<file path="src/rtl/pwl_activation_pipe.sv">
// rtl/pwl_activation_pipe.sv - three-stage PLAN sigmoid / tanh activation pipeline
// Optional tanh mode is compiled in when PWL_ACT_TANH_EN is defined.
module pwl_activation_pipe #(
    parameter int DATA_WIDTH = 32,
    parameter int FRAC_WIDTH = 16
) (
    input  logic                         clk,
    input  logic                         rst,
    input  logic                         in_valid,
    output logic                         in_ready,
    input  logic signed [DATA_WIDTH-1:0] in_x,
    input  logic                         in_mode,
    output logic                         out_valid,
    input  logic                         out_ready,
    output logic signed [DATA_WIDTH-1:0] out_y,
    output logic                         out_mode
);

    localparam logic signed [DATA_WIDTH-1:0] ONE  = DATA_WIDTH'(1) << FRAC_WIDTH;
    localparam logic signed [DATA_WIDTH-1:0] T1   = ONE;
    localparam logic signed [DATA_WIDTH-1:0] T2   = DATA_WIDTH'(19) << (FRAC_WIDTH - 3);
    localparam logic signed [DATA_WIDTH-1:0] T3   = DATA_WIDTH'(5) << FRAC_WIDTH;
    localparam logic signed [DATA_WIDTH-1:0] I0   = DATA_WIDTH'(1) << (FRAC_WIDTH - 1);
    localparam logic signed [DATA_WIDTH-1:0] I1   = DATA_WIDTH'(5) << (FRAC_WIDTH - 3);
    localparam logic signed [DATA_WIDTH-1:0] I2   = DATA_WIDTH'(27) << (FRAC_WIDTH - 5);
    localparam logic signed [DATA_WIDTH-1:0] MAXV = {1'b0, {(DATA_WIDTH-1){1'b1}}};
    localparam logic signed [DATA_WIDTH-1:0] MINV = {1'b1, {(DATA_WIDTH-1){1'b0}}};

    logic                         adv;
    logic                         v1_q, v2_q, v3_q;
    logic                         neg1_q, neg1_d, neg2_q;
    logic                         mode1_q, mode1_d, mode2_q, mode3_q;
    logic signed [DATA_WIDTH-1:0] x2;
    logic signed [DATA_WIDTH-1:0] a1_q, a1_d;
    logic signed [DATA_WIDTH-1:0] p2_q, p2_d;
    logic signed [DATA_WIDTH-1:0] s3;
    logic signed [DATA_WIDTH-1:0] y3_q, y3_d;

    // One global stall: the whole pipe moves only when the output slot can drain.
    assign adv       = !v3_q || out_ready;
    assign in_ready  = adv;
    assign out_valid = v3_q;
    assign out_y     = y3_q;
    assign out_mode  = mode3_q;

`ifndef PWL_ACT_TANH_EN
    logic mode_unused;
    assign mode_unused = in_mode;
`endif

    always_comb begin
        x2      = in_x;
        mode1_d = 1'b0;
`ifdef PWL_ACT_TANH_EN
        mode1_d = in_mode;
        if (in_mode) begin
            if (in_x[DATA_WIDTH-1] != in_x[DATA_WIDTH-2]) begin
                x2 = in_x[DATA_WIDTH-1] ? MINV : MAXV;
            end else begin
                x2 = in_x <<< 1;
            end
        end
`endif
        neg1_d = x2[DATA_WIDTH-1];
        if (x2 == MINV) begin
            a1_d = MAXV;
        end else if (neg1_d) begin
            a1_d = -x2;
        end else begin
            a1_d = x2;
        end
    end

    always_comb begin
        if (a1_q >= T3) begin
            p2_d = ONE;
        end else if (a1_q >= T2) begin
            p2_d = (a1_q >>> 5) + I2;
        end else if (a1_q >= T1) begin
            p2_d = (a1_q >>> 3) + I1;
        end else begin
            p2_d = (a1_q >>> 2) + I0;
        end
    end

    // Odd symmetry of the sigmoid folds negative inputs; s never exceeds ONE.
    always_comb begin
        s3   = neg2_q ? (ONE - p2_q) : p2_q;
        y3_d = s3;
`ifdef PWL_ACT_TANH_EN
        if (mode2_q) begin
            y3_d = (s3 <<< 1) - ONE;
        end
`endif
    end

    always_ff @(posedge clk or posedge rst) begin
        if (rst) begin
            v1_q    <= 1'b0;
            v2_q    <= 1'b0;
            v3_q    <= 1'b0;
            neg1_q  <= 1'b0;
            neg2_q  <= 1'b0;
            mode1_q <= 1'b0;
            mode2_q <= 1'b0;
            mode3_q <= 1'b0;
            a1_q    <= '0;
            p2_q    <= '0;
            y3_q    <= '0;
        end else if (adv) begin
            v1_q    <= in_valid;
            v2_q    <= v1_q;
            v3_q    <= v2_q;
            neg1_q  <= neg1_d;
            a1_q    <= a1_d;
            mode1_q <= mode1_d;
            neg2_q  <= neg1_q;
            p2_q    <= p2_d;
            mode2_q <= mode1_q;
            y3_q    <= y3_d;
            mode3_q <= mode2_q;
        end
    end

endmodule

</file>
<file path="config.mk">
export PLATFORM = sky130hd
export DESIGN_NAME = pwl_activation_pipe
export DESIGN_NICKNAME = d
export VERILOG_FILES = /design/src/rtl/pwl_activation_pipe.sv
export SDC_FILE = /design/constraint.sdc
export NUM_CORES = 1
export LEC_CHECK = 0
export ABC_AREA = 1
export BUFFER_PORTS_ARGS = -buffer_cell sky130_fd_sc_hd__buf_2
export CORE_MARGIN = 8
export CORE_UTILIZATION = 54
export DETAILED_ROUTE_END_ITERATION = 8
export GPL_TIMING_DRIVEN = 0
export PLACE_DENSITY_LB_ADDON = 0.12
export SYNTH_ARGS = -nofsm -noshare
export SYNTH_HDL_FRONTEND = slang
export SYNTH_SLANG_ARGS = --single-unit
export TNS_END_PERCENT = 5
</file>
<file path="constraint.sdc">
create_clock -name clk -period 2.8 [get_ports clk]
set_input_delay 0.14 -clock clk [delete_from_list [all_inputs] [get_ports clk]]
set_output_delay 0.14 -clock clk [all_outputs]
set_load 0.01 [all_outputs]
</file>
==> metrics.md, run 1 <==
| Metric | Value |
|---|---|
| Post-synthesis cell count | 1,024 |
| Final #Nets | 1,152 |
| Final Setup Violations | 0 |
| Crit share post-route | roughly three quarters |
| Setup TNS | 0 ns |
| Hold_ws | around 0.069 ns |
| Max Cap Viol | 0 |
| Seq/Total Area, Yosys | a little over a third |
| Routed wl met3 | 1.02 mm |
| Yosys top cell area share | 35.4% |
| Port Buffers | 68 |
| Vias post-DR | 6,744 |
| Clock-pin slew on the worst setup and hold paths | about 0.080 ns |
| RSZ-0062 raised after global routing | no |
| Post-Syn Nets | 1,070 |
| GP Congestion | 0.954 |
| Fin cells | roughly 1,300 |
| Leakage power | 4.18 nW |
| Dpl cell area | 0.00765 sq mm |
| Io pins | 72 |
| Die ar. | ~0.017 sq mm |
| Router iterations before antenna repair | 5 |
| Setup CP Type | reg -> out |
| Worst reg2reg setup slack | 0.78 ns |
| Vias per cell | 5.26 |
| Worst EP required | around 2.7 ns |
| Most frequent cells in the layout | nand2_1, nor2_1, inv_1 |
| First-pass GRT wire length | 31.6 mm |
| Crit-path max FO | 10 |
| Final Hold Fails | 0 |
| Max Clock Skew | 0.00954 ns |
| CTS tree | yes |
| Launch point of the worst reg-to-reg path | a1_q[16] |
| Peak VDD IR | 316 uV |
| Layout cells sized above 1 | roughly 16% |
| Largest net degree at the start of global routing | around 70 |
| Ys flop type | dfrtp_1 |
| Most common cell after layout, fill and taps aside | nand2_1 |
| Setup crit end | in_ready |
| Min-Delay Path Class | in -> reg |
| HPWL after detailed placement | about 15 mm |
| Post-CTS resize count | 0 |
| Final core utilization | 62.8% |
| Initial antenna violation count | 0 |
| Area delta synth->final | 12.6% |
| Worst slew pin tran | 0.798 ns |
| Crit. Startpoint | out_valid |
| Asr flop ratio synth | 100% |
| Total Power | 4.31 mW |
| Cts bufs inserted | 9 |
| Total Wirelength | 19.3 mm |
| Final Max Slew Viols | 0 |
| Tot GR Track Use | 23.6% |
| Pwr Density | 542 mW/mm^2 |
| Synthesized area per cell | 6.90 sq um |
| Slew HR | between 40% and 50% |
| Synth area leaders | dfrtp_1, nand2_1, nor2_1 |
| WL per Instance | 15.0 um |
| Uppermost routed layer | met4 |
| Final instance area | 0.00795 sq mm |
| Post-synthesis cell type count | 45 |
| Max Clock Freq | 465 MHz |
| Post-Syn Area | 0.00706 sq mm |
| Starting Density | ~56% |
| Fin crit period | 2.15 ns |
| GR Overflow Total | 0 |
| Number of routed nets with antenna violations | 0 |
| Metal2 WL | slightly above 9 mm |
| DRC Markers | 0 |
| Die Y | 130 um |
| PnR worst setup slack | 0.651 ns |
| Worst slack, placed | 0.819 ns |
| Setup crit end kind | output pin |
| Worst reg2reg endpoint | p2_q[8] |
| Placed Cells | 1,265 |
| DRT met1 WL | 8.61 mm |
| Core ar. | approximately 0.013 sq mm |
| H-tree levels | 3 |
| Clk_lat worst skew | ~0.35 ns |
| Synthesis Warnings | 0 |
| 1st-iter DRT viols | 567 |
| Clk buf depth | 2 |
| Die X | 130 um |
| Cell taking the most area after synthesis | dfrtp_1 |
| Yosys reg bits | 100 |
| Vias in the first global route | between 6,000 and 7,000 |
| Worst Path Arrival | 2.01 ns |
| R2r worst-path depth | 9 |
| CTS root buf | clkbuf_16 |
| Rows | slightly above 40 |
| Number of synthesized flops with an enable pin | 0 |
| CP Launch Type | register |
| CTS Sinks | 100 |
| Status | finished clean |
| Ant. Diodes | 0 |
==> worst min path at each step <==
stage | startpoint | end | slack, ns | cells after the start
finish | in_x[9] | a1_q[9] | 0.07 | 3
floorplan | in_valid | v1_q | 0.26 | 2
global route | in_x[0] | a1_q[0] | 0.08 | 3
CTS | in_x[9] | a1_q[9] | 0.06 | 3
detailed placement | rst | out_y[3] | 0.17 | 2
global placement | in_valid | v1_q | 0.35 | 3
==> state kept, by name, indices dropped and copies added (netlist names) <==
| signal | count |
|---|---|
| a1_q | 32 |
| neg1_q | 1 |
| neg2_q | 1 |
| out_valid | 1 |
| out_y | 32 |
| p2_q | 31 |
| v1_q | 1 |
| v2_q | 1 |
==> kinds of logic (layout without fill, tap and decap cells) <==
logic type | after synthesis | count (layout) | share of synthesized area (%)
simple gates | 596 | 596 | 38.4
buf+inv | 161 | 248 | 9.82
compound gates | 122 | 122 | 10.4
flops | 100 | 100 | 35.4
xor+xnor | 35 | 35 | 4.34
fa+ha+maj | 9 | 9 | 1.59
other cells | 1 | 1 | 0.0531
==> critical path, stage by stage (launching register included) <==
cell and delay, ns:
dfrtp_1 0.37, inv_1 0.05, nor2_1 0.04, buf_2 0.21, inv_2 0.17, buf_2 0.29
buf_2 0.32, buf_2 0.19
==> repair_timing <==
item                      in CTS  in global routing
hold endpoints to repair      34                  0
hold buffers                   2                  0
setup buffers                  0                  0
==> where the power goes <==
group	total, mW	internal (mW)	switching [mW]
logic	1.30	0.405	0.890
registers	1.80	1.61	0.190
clock network	1.21	0.619	0.595
total	4.31	2.63	1.67
==> final cells by class <==
| class | count | area (sq um) |
|---|---|---|
| buffer | 38 | 231 |
| clock buffer | 9 | 225 |
| clock inverter | 7 | 60.1 |
| fill | 1255 | 4720 |
| inverter | 123 | 464 |
| multi-input combinational | 763 | 3870 |
| sequential | 100 | 2500 |
| tap | 172 | 215 |
| timing repair buffer | 71 | 388 |
==> cells in the mapped netlist, types with 7 or more instances <==
library cell	count
nand2_2	10
nand4_1	29
dfrtp_1	100
o21ai_0	43
buf_6	8
nor2_1	142
clkbuf_1	15
buf_2	8
nor2_2	7
inv_2	11
inv_1	112
a21oi_2	10
nor3_1	9
a21oi_1	22
nor2_4	11
a31oi_1	14
xor2_1	33
nand3_1	101
ha_1	9
o21ai_1	15
nand2_1	268
==> per-layer routing <==
metal	vias up	global-route usage (%)
met5	-	0
met4	0	10.8
met3	38	2.98
met2	207	40.0
met1	3048	29.6
li1	3451	-
No activity file was read; power rests on OpenSTA's default activity.
==> inputs of run 2 (changes only) <==
--- a/config.mk
+++ b/config.mk
@@ -5,10 +5,10 @@
 export SDC_FILE = /design/constraint.sdc
 export NUM_CORES = 1
 export LEC_CHECK = 0
-export ABC_AREA = 1
+export ABC_AREA = 0
 export BUFFER_PORTS_ARGS = -buffer_cell sky130_fd_sc_hd__buf_2
 export CORE_MARGIN = 8
-export CORE_UTILIZATION = 54
+export CORE_UTILIZATION = 59
 export DETAILED_ROUTE_END_ITERATION = 8
 export GPL_TIMING_DRIVEN = 0
 export PLACE_DENSITY_LB_ADDON = 0.12
==> constraint.sdc (replaced) <==
create_clock -name clk -period 2.3 [get_ports clk]
set_input_delay 0.115 -clock clk [delete_from_list [all_inputs] [get_ports clk]]
set_output_delay 0.115 -clock clk [all_outputs]
set_load 0.01 [all_outputs]
==> run 2 against run 1 <==
  * Worst hold slack got worse by 0.045 ns
  * Total power increased by 5.5%
  * Critical path type is now reg -> reg
  * Worst setup slack got worse by 0.81 ns
  * Via count decreased by 22%
  * Largest power group unchanged
  * Global-route usage decreased by 0.31 points
  * The flow now finishes with violations (setup timing)
  * Utilization increased by 9.8 points
  * Die area decreased by 22%
==> metrics.md, run 2 <==
| Metric | Value |
|---|---|
| Status | complete, but fails checks |
| Violated checks | setup timing |
| Ant. Diodes | 0 (unchanged) |
| Worst Path Arrival | 2.71 ns (+0.70 ns) |
| Fin crit period | around 2.5 ns |
| Ys flop type | dfrtp_1 |
| Worst slew pin tran | 0.688 ns (-0.109 ns) |
| Die ar. | 0.0133 sq mm (-22%) |
| Clk_lat worst skew | 0.36 ns (about the same) |
| Layout cells sized above 1 | 22.0% (+6.5 points) |
| Core ar. | 0.00964 sq mm (-24%) |
| Die Y | 115 um (-12%) |
| CTS Sinks | 100 (unchanged) |
| PnR worst setup slack | -0.161 ns (-0.813 ns) |
| Most common cell after layout, fill and taps aside | nand2_1 |
| Synthesis Warnings | 0 (unchanged) |
| Asr flop ratio synth | 100% (unchanged) |
| Yosys top cell area share | 43.1% (+7.7 points) |
| Fin cells | 900 (-30%) |
| Final #Nets | 809 (-30%) |
| Final instance area | 0.00699 sq mm (-12%) |
| Slew HR | 53.5% (+6.7 points) |
| Setup CP Type | reg -> reg |
| Leakage power | 3.12 nW (-25%) |
| H-tree levels | 3 (unchanged) |
| Uppermost routed layer | met4 |
| Worst EP required | 2.55 ns (-0.11 ns) |
| Placed Cells | 864 (-32%) |
| CP Launch Type | register |
| Final Setup Violations | 30 (+30) |
| Post-Syn Nets | 707 (-34%) |
| Yosys reg bits | 100 (unchanged) |
| Die X | 115 um (-12%) |
| Io pins | 72 (unchanged) |
| GP Congestion | 0.915 (-4.1%) |
| CTS tree | yes |
| Pwr Density | 650 mW/mm^2 (+20%) |
| Seq/Total Area, Yosys | 43.1% (+7.7 points) |
| Max Clock Freq | 406 MHz |
| Tot GR Track Use | 23.3% (-0.31 points) |
| Post-synthesis cell count | 661 (-35%) |
| Final Max Slew Viols | 0 (unchanged) |
| Metal2 WL | 7.10 mm (-22%) |
| Dpl cell area | 0.00635 sq mm (-17%) |
| Max Clock Skew | 0.00844 ns (-0.00110 ns) |
| Post-Syn Area | 0.00580 sq mm (-18%) |
| Clock-pin slew on the worst setup and hold paths | 0.09 ns (about the same) |
| Total Power | 4.55 mW (+5.5%) |
| Vias per cell | 5.84 (+11%) |
| Post-synthesis cell type count | 58 (+29%) |
| First-pass GRT wire length | 24.7 mm (-22%) |
| Area delta synth->final | 20.5% |
| Rows | 36 (-12%) |
| Setup crit end kind | register |
| Number of synthesized flops with an enable pin | 0 (unchanged) |
| 1st-iter DRT viols | 386 (-32%) |
| GR Overflow Total | 0 (unchanged) |
| Crit share post-route | 107% |
| Cts bufs inserted | 9 (unchanged) |
| Starting Density | 60.2% (+4.5 points) |
| Cell taking the most area after synthesis | dfrtp_1 |
| Routed wl met3 | 780 um (-23%) |
| WL per Instance | 16.9 um (+12%) |
| Min-Delay Path Class | in -> reg |
| Largest net degree at the start of global routing | 44 (-35%) |
| Final core utilization | 72.6% (+9.8 points) |
| HPWL after detailed placement | 11.2 mm (-26%) |
| Crit-path max FO | 10 (unchanged) |
| Most frequent cells in the layout | nand2_1, dfrtp_1, buf_2 |
| Peak VDD IR | 343 uV (+8.4%) |
| Final Hold Fails | 0 (unchanged) |
| RSZ-0062 raised after global routing | yes |
| DRT met1 WL | 6.96 mm (-19%) |
| Most frequent cells after synthesis | dfrtp_1, nand2_1, o21ai_0, xor2_1, nor2_1 |
| Synth area leaders | dfrtp_1, xor2_1, o21ai_0 |
| Clk buf depth | 2 (unchanged) |
| Router iterations before antenna repair | 5 (unchanged) |
| Port Buffers | 68 (unchanged) |
| Max Cap Viol | 0 (unchanged) |
| Synthesized area per cell | 8.78 sq um (+27%) |
| Initial antenna violation count | 0 (unchanged) |
| Number of routed nets with antenna violations | 0 (unchanged) |
| DRC Markers | 0 (unchanged) |
| Worst slack, placed | -0.535 ns (-1.35 ns) |
| CTS root buf | clkbuf_8 |
| Vias in the first global route | 5,043 (-22%) |
| Vias post-DR | 5,258 (-22%) |
| Total Wirelength | 15.2 mm (-21%) |
[run 2: changes by cell type after synthesis, moves of 16 or more]
cell	change
o31ai_1	+16
inv_1	-96
nor2_1	-99
o21ai_0	+36
xor2_1	+20
nand3_1	-88
nand4_1	-23
nand2_1	-168
[run 2: final timing paths]
| path | from | to | slack (ns) | depth (start not counted) |
|---|---|---|---|---|
| worst min register to register | v2_q | v2_q | 0.47 | 2 |
| worst max register to register | a1_q[29] | p2_q[4] | -0.16 | 7 |
| worst max-delay path | a1_q[29] | p2_q[4] | -0.16 | 7 |
| min in group asynchronous | rst | out_y[17] | 0.35 | 3 |
| max in group asynchronous | rst | p2_q[1] | 1.35 | 4 |
| worst min-delay path | in_x[26] | a1_q[26] | 0.02 | 3 |
[run 2: power by group]
part / internal, mW / switching, mW / leakage [nW]
registers: 1.96 / 0.259 / 1.29
clock network: 0.450 / 0.576 / 0.0924
logic: 0.465 / 0.837 / 1.74
total: 2.88 / 1.67 / 3.12
[run 2: stage by stage]
stage / hold WS [ns] / setup TNS (ns)
finish: 0.0234 / -2.13
global route: 0.0284 / -5.38
global placement: 0.315 / -16.83
detailed placement: 0.199 / -18.38
floorplan: 0.227 / -0.256
CTS: 0.00763 / -3.36
[run 2: cell type report]
type / count / area, sq um
Sequential cell: 100 / 2510
Clock inverter: 3 / 22.5
Multi-Input combinational cell: 508 / 3320
Fill cell: 783 / 2650
Buffer: 36 / 186
Clock buffer: 12 / 155
Timing Repair Buffer: 91 / 563
Tap cell: 133 / 166
Inverter: 17 / 67.6
[run 2: timing repair]
action                                  4_1_cts  5_1_grt
pin swaps                                    18       27
setup buffers                                12        7
hold buffers                                  2        0
resized for setup                            47       38
endpoints found under the setup margin       50       67
gates cloned                                  0        0
endpoints found under the hold margin        24        0
[run 2: worst max-delay path: stages, from the launching register on]
cell and delay (ns):
dfrtp_2 0.45, or4_4 0.53, nor4b_4 0.42, a21oi_4 0.16, or2_4 0.28, buf_8 0.15, a211oi_1 0.27, o21ai_1 0.09
[run 2: layer usage]
metal | track usage (%) | vias up
met5 | 0 | -
met1 | 31.0 | 2478
met4 | 10.3 | 0
met2 | 37.5 | 190
li1 | - | 2561
met3 | 2.89 | 29
[run 2: cell families (layout without fill, tap and decap cells)]
group	count (synthesis)	in the layout	synth area share [%]
other	1	1	0.0646
buffers and inverters	53	159	3.69
XOR/XNOR	67	67	10.1
flip-flops	100	100	43.1
adder cells (fa/ha/maj)	9	9	1.94
AND/OR/NAND/NOR	228	228	19.4
multiplexers	6	6	1.10
AO/OA/AOI/OAI	197	197	20.6
==> inputs of run 3 (changes only) <==
--- a/config.mk
+++ b/config.mk
@@ -6,7 +6,7 @@
 export NUM_CORES = 1
 export LEC_CHECK = 0
 export ABC_AREA = 0
-export BUFFER_PORTS_ARGS = -buffer_cell sky130_fd_sc_hd__buf_2
+export BUFFER_PORTS_ARGS = -buffer_cell sky130_fd_sc_hd__buf_4
 export CORE_MARGIN = 8
 export CORE_UTILIZATION = 59
 export DETAILED_ROUTE_END_ITERATION = 8
==> run 3 against run 2 <==
  * Via count rose by 1.1%
  * Worst hold slack got worse by 0.0075 ns
  * Clock-buffer cell count did not move
  * Largest power group unchanged
  * The flow still finishes with violations (setup timing)
  * Combinational power increased by 4%
  * Clock skew grew 0.0043 ns
  * Die area unchanged
  * Clock power grew 11%
==> metrics.md, run 3 (same netlist as run 2, synthesis figures left out) <==
| Metric | Value |
|---|---|
| Status | complete, but fails checks |
| Violated checks | setup timing |
| Clk pwr share | 24.3% (+1.7 points) |
| Final Max Slew Viols | 0 (unchanged) |
| WL per Instance | 17.6 um (+4.2%) |
| DRC Markers | 0 (unchanged) |
| Setup crit end | out_y[20] |
| Die ar. | 0.0133 sq mm (unchanged) |
| Rows | 36 (unchanged) |
| 1st-iter DRT viols | 408 (+5.7%) |
| Most frequent cells in the layout | nand2_1, dfrtp_1, buf_4 |
| Vias post-DR | 5,314 (+1.1%) |
| CTS Sinks | 100 (unchanged) |
| Largest net degree at the start of global routing | 47 (+6.8%) |
| Clock-pin slew on the worst setup and hold paths | 0.09 ns (about the same) |
| Clk buf depth | 2 (unchanged) |
| Max Clock Skew | 0.0128 ns (+0.00433 ns) |
| Sw Ratio | 35.9% (-0.85 points) |
| GP Congestion | 0.917 (+0.20%) |
| Worst reg2reg setup slack | -0.23 ns (-0.07 ns) |
| Vias in the first global route | 5,217 (+3.5%) |
| Flop pwr share | 47.1% (-1.7 points) |
| Launch point of the worst reg-to-reg path | p2_q[0] |
| Uppermost routed layer | met4 |
| CTS tree | yes |
| Combinational Power Share | 28.6% (about the same) |
| Fin crit period | 2.53 ns (+0.0659 ns) |
| Max Cap Viol | 0 (unchanged) |
| Crit share post-route | 110% (+2.9 points) |
| Worst reg2reg endpoint | out_y[20] |
| DRT met1 WL | 7.05 mm (+1.4%) |
| Fin cells | 899 (-0.11%) |
| Setup CP Type | reg -> reg |
| Fill cells | 789 (+0.77%) |
| RSZ-0062 raised after global routing | yes |
| Tot GR Track Use | 24.6% (+1.3 points) |
| Most common cell after layout, fill and taps aside | nand2_1 |
| CTS root buf | clkbuf_8 |
| Cts bufs inserted | 9 (unchanged) |
| Max Clock Freq | 396 MHz (-2.6%) |
| Total Wirelength | 15.8 mm (+4.1%) |
| R2r worst-path depth | 9 (+2) |
| Metal2 WL | 7.67 mm (+7.9%) |
| Hold_sp | in_x[26] |
| Clk_lat worst skew | 0.37 ns (about the same) |
| Crit. Startpoint | p2_q[0] |
| Area delta synth->final | 23.9% |
| First-pass GRT wire length | 26.1 mm (+5.6%) |
| Router iterations before antenna repair | 5 (unchanged) |
| Core ar. | 0.00964 sq mm (unchanged) |
| Final Setup Violations | 29 (-3.3%) |
| Pint | 3.02 mW (+4.9%) |
| Routed wl met3 | 748 um (-4.1%) |
| Pwr Density | 655 mW/mm^2 (+0.67%) |
| Slew HR | 48.2% (-5.3 points) |
| Final instance area | 0.00719 sq mm (+2.8%) |
| CP Launch Type | register |
| Worst slew pin tran | 0.769 ns (+0.0814 ns) |
| PnR worst setup slack | -0.227 ns (-0.0659 ns) |
| Vias per cell | 5.91 (+1.2%) |
| Die X | 115 um (unchanged) |
| Initial antenna violation count | 0 (unchanged) |
| Die Y | 115 um (unchanged) |
| Final core utilization | 74.6% (+2.1 points) |
| Peak VDD IR | 408 uV (+19%) |
| Worst Path Arrival | 2.78 ns (+0.07 ns) |
| Placed Cells | 864 (unchanged) |
| Dpl cell area | 0.00652 sq mm (+2.7%) |
| Starting Density | 60.2% (unchanged) |
| HPWL after detailed placement | 11.5 mm (+2.7%) |
| Total Power | 4.71 mW (+3.5%) |
| Ant. Diodes | 0 (unchanged) |
| Io pins | 72 (unchanged) |
| Leakage power | 3.16 nW (+1.2%) |
| Switching power | 1.69 mW (+1.1%) |
| Layout cells sized above 1 | 22.1% (+0.029 points) |
| Final #Nets | 808 (-0.12%) |
| Setup crit end kind | register |
| Port Buffers | 68 (unchanged) |
| Final Hold Fails | 0 (unchanged) |
| Crit-path max FO | 5 (-5) |
| Worst slack, placed | -0.538 ns (-0.00348 ns) |
| Worst EP required | 2.55 ns (about the same) |
| GR Overflow Total | 0 (unchanged) |
| Number of routed nets with antenna violations | 0 (unchanged) |
| Min-Delay Path Class | in -> reg |
| H-tree levels | 3 (unchanged) |
## run 3: worst min path at each step
| stage | end | cells after the start | slack, ns |
|---|---|---|---|
| after detailed placement | out_y[18] | 2 | 0.10 |
| final | a1_q[26] | 3 | 0.02 |
| after CTS | a1_q[26] | 3 | 0.003 |
| after global placement | v1_q | 3 | 0.32 |
| after floorplan | v1_q | 2 | 0.23 |
| after global routing | a1_q[29] | 3 | 0.02 |
## run 3: routing by layer
layer  vias up  track usage, %
met3        19            3.26
met4         0            10.2
met5         -               0
met1      2564            31.6
li1       2548               -
met2       183            41.0
## run 3: what timing repair did
item                                    CTS  global route
buffers inserted                         10             7
gates cloned                              0             0
hold endpoints to repair                 12             0
hold buffers                              3             0
endpoints found under the setup margin   50            89
resized for setup                        37            52
pin swaps                                10            14
## run 3: area by class of cell
| class | instances | area, sq um | area share, % |
|---|---|---|---|
| multi-input combinational | 508 | 3350 | 46.6 |
| sequential | 100 | 2510 | 34.9 |
| timing repair buffer | 90 | 719 | 10.0 |
| buffer | 36 | 176 | 2.45 |
| tap | 133 | 166 | 2.31 |
| clock buffer | 12 | 155 | 2.16 |
| inverter | 17 | 67.6 | 0.939 |
| clock inverter | 3 | 46.3 | 0.644 |
## run 3: power groups by stage
stage          Clock, mW  Combinational, mW  Sequential, mW
6_report            1.14               1.35            2.22
5_1_grt             1.23               1.49            2.25
4_1_cts             1.16               1.30            2.20
3_5_place_dp           0               1.24            2.25
3_3_place_gp           0               1.20            2.23
2_1_floorplan          0              0.813            2.18
## run 3: through the flow
stage | hold WS (ns) | TNS (ns)
finish | 0.0160 | -2.53
global route | 0.0214 | -6.14
CTS | 0.00288 | -3.89
detailed placement | 0.100 | -19.20
global placement | 0.315 | -16.82
floorplan | 0.227 | -0.256
## run 3: critical path, cell delays in order (launching register included)
cell and delay, ns:
dfrtp_2 0.45, inv_2 0.10, ha_4 0.13, or3b_4 0.39, or3_4 0.36, o31a_1 0.31, buf_6 0.17, o41ai_4 0.24
xor2_1 0.18, o21ai_1 0.08
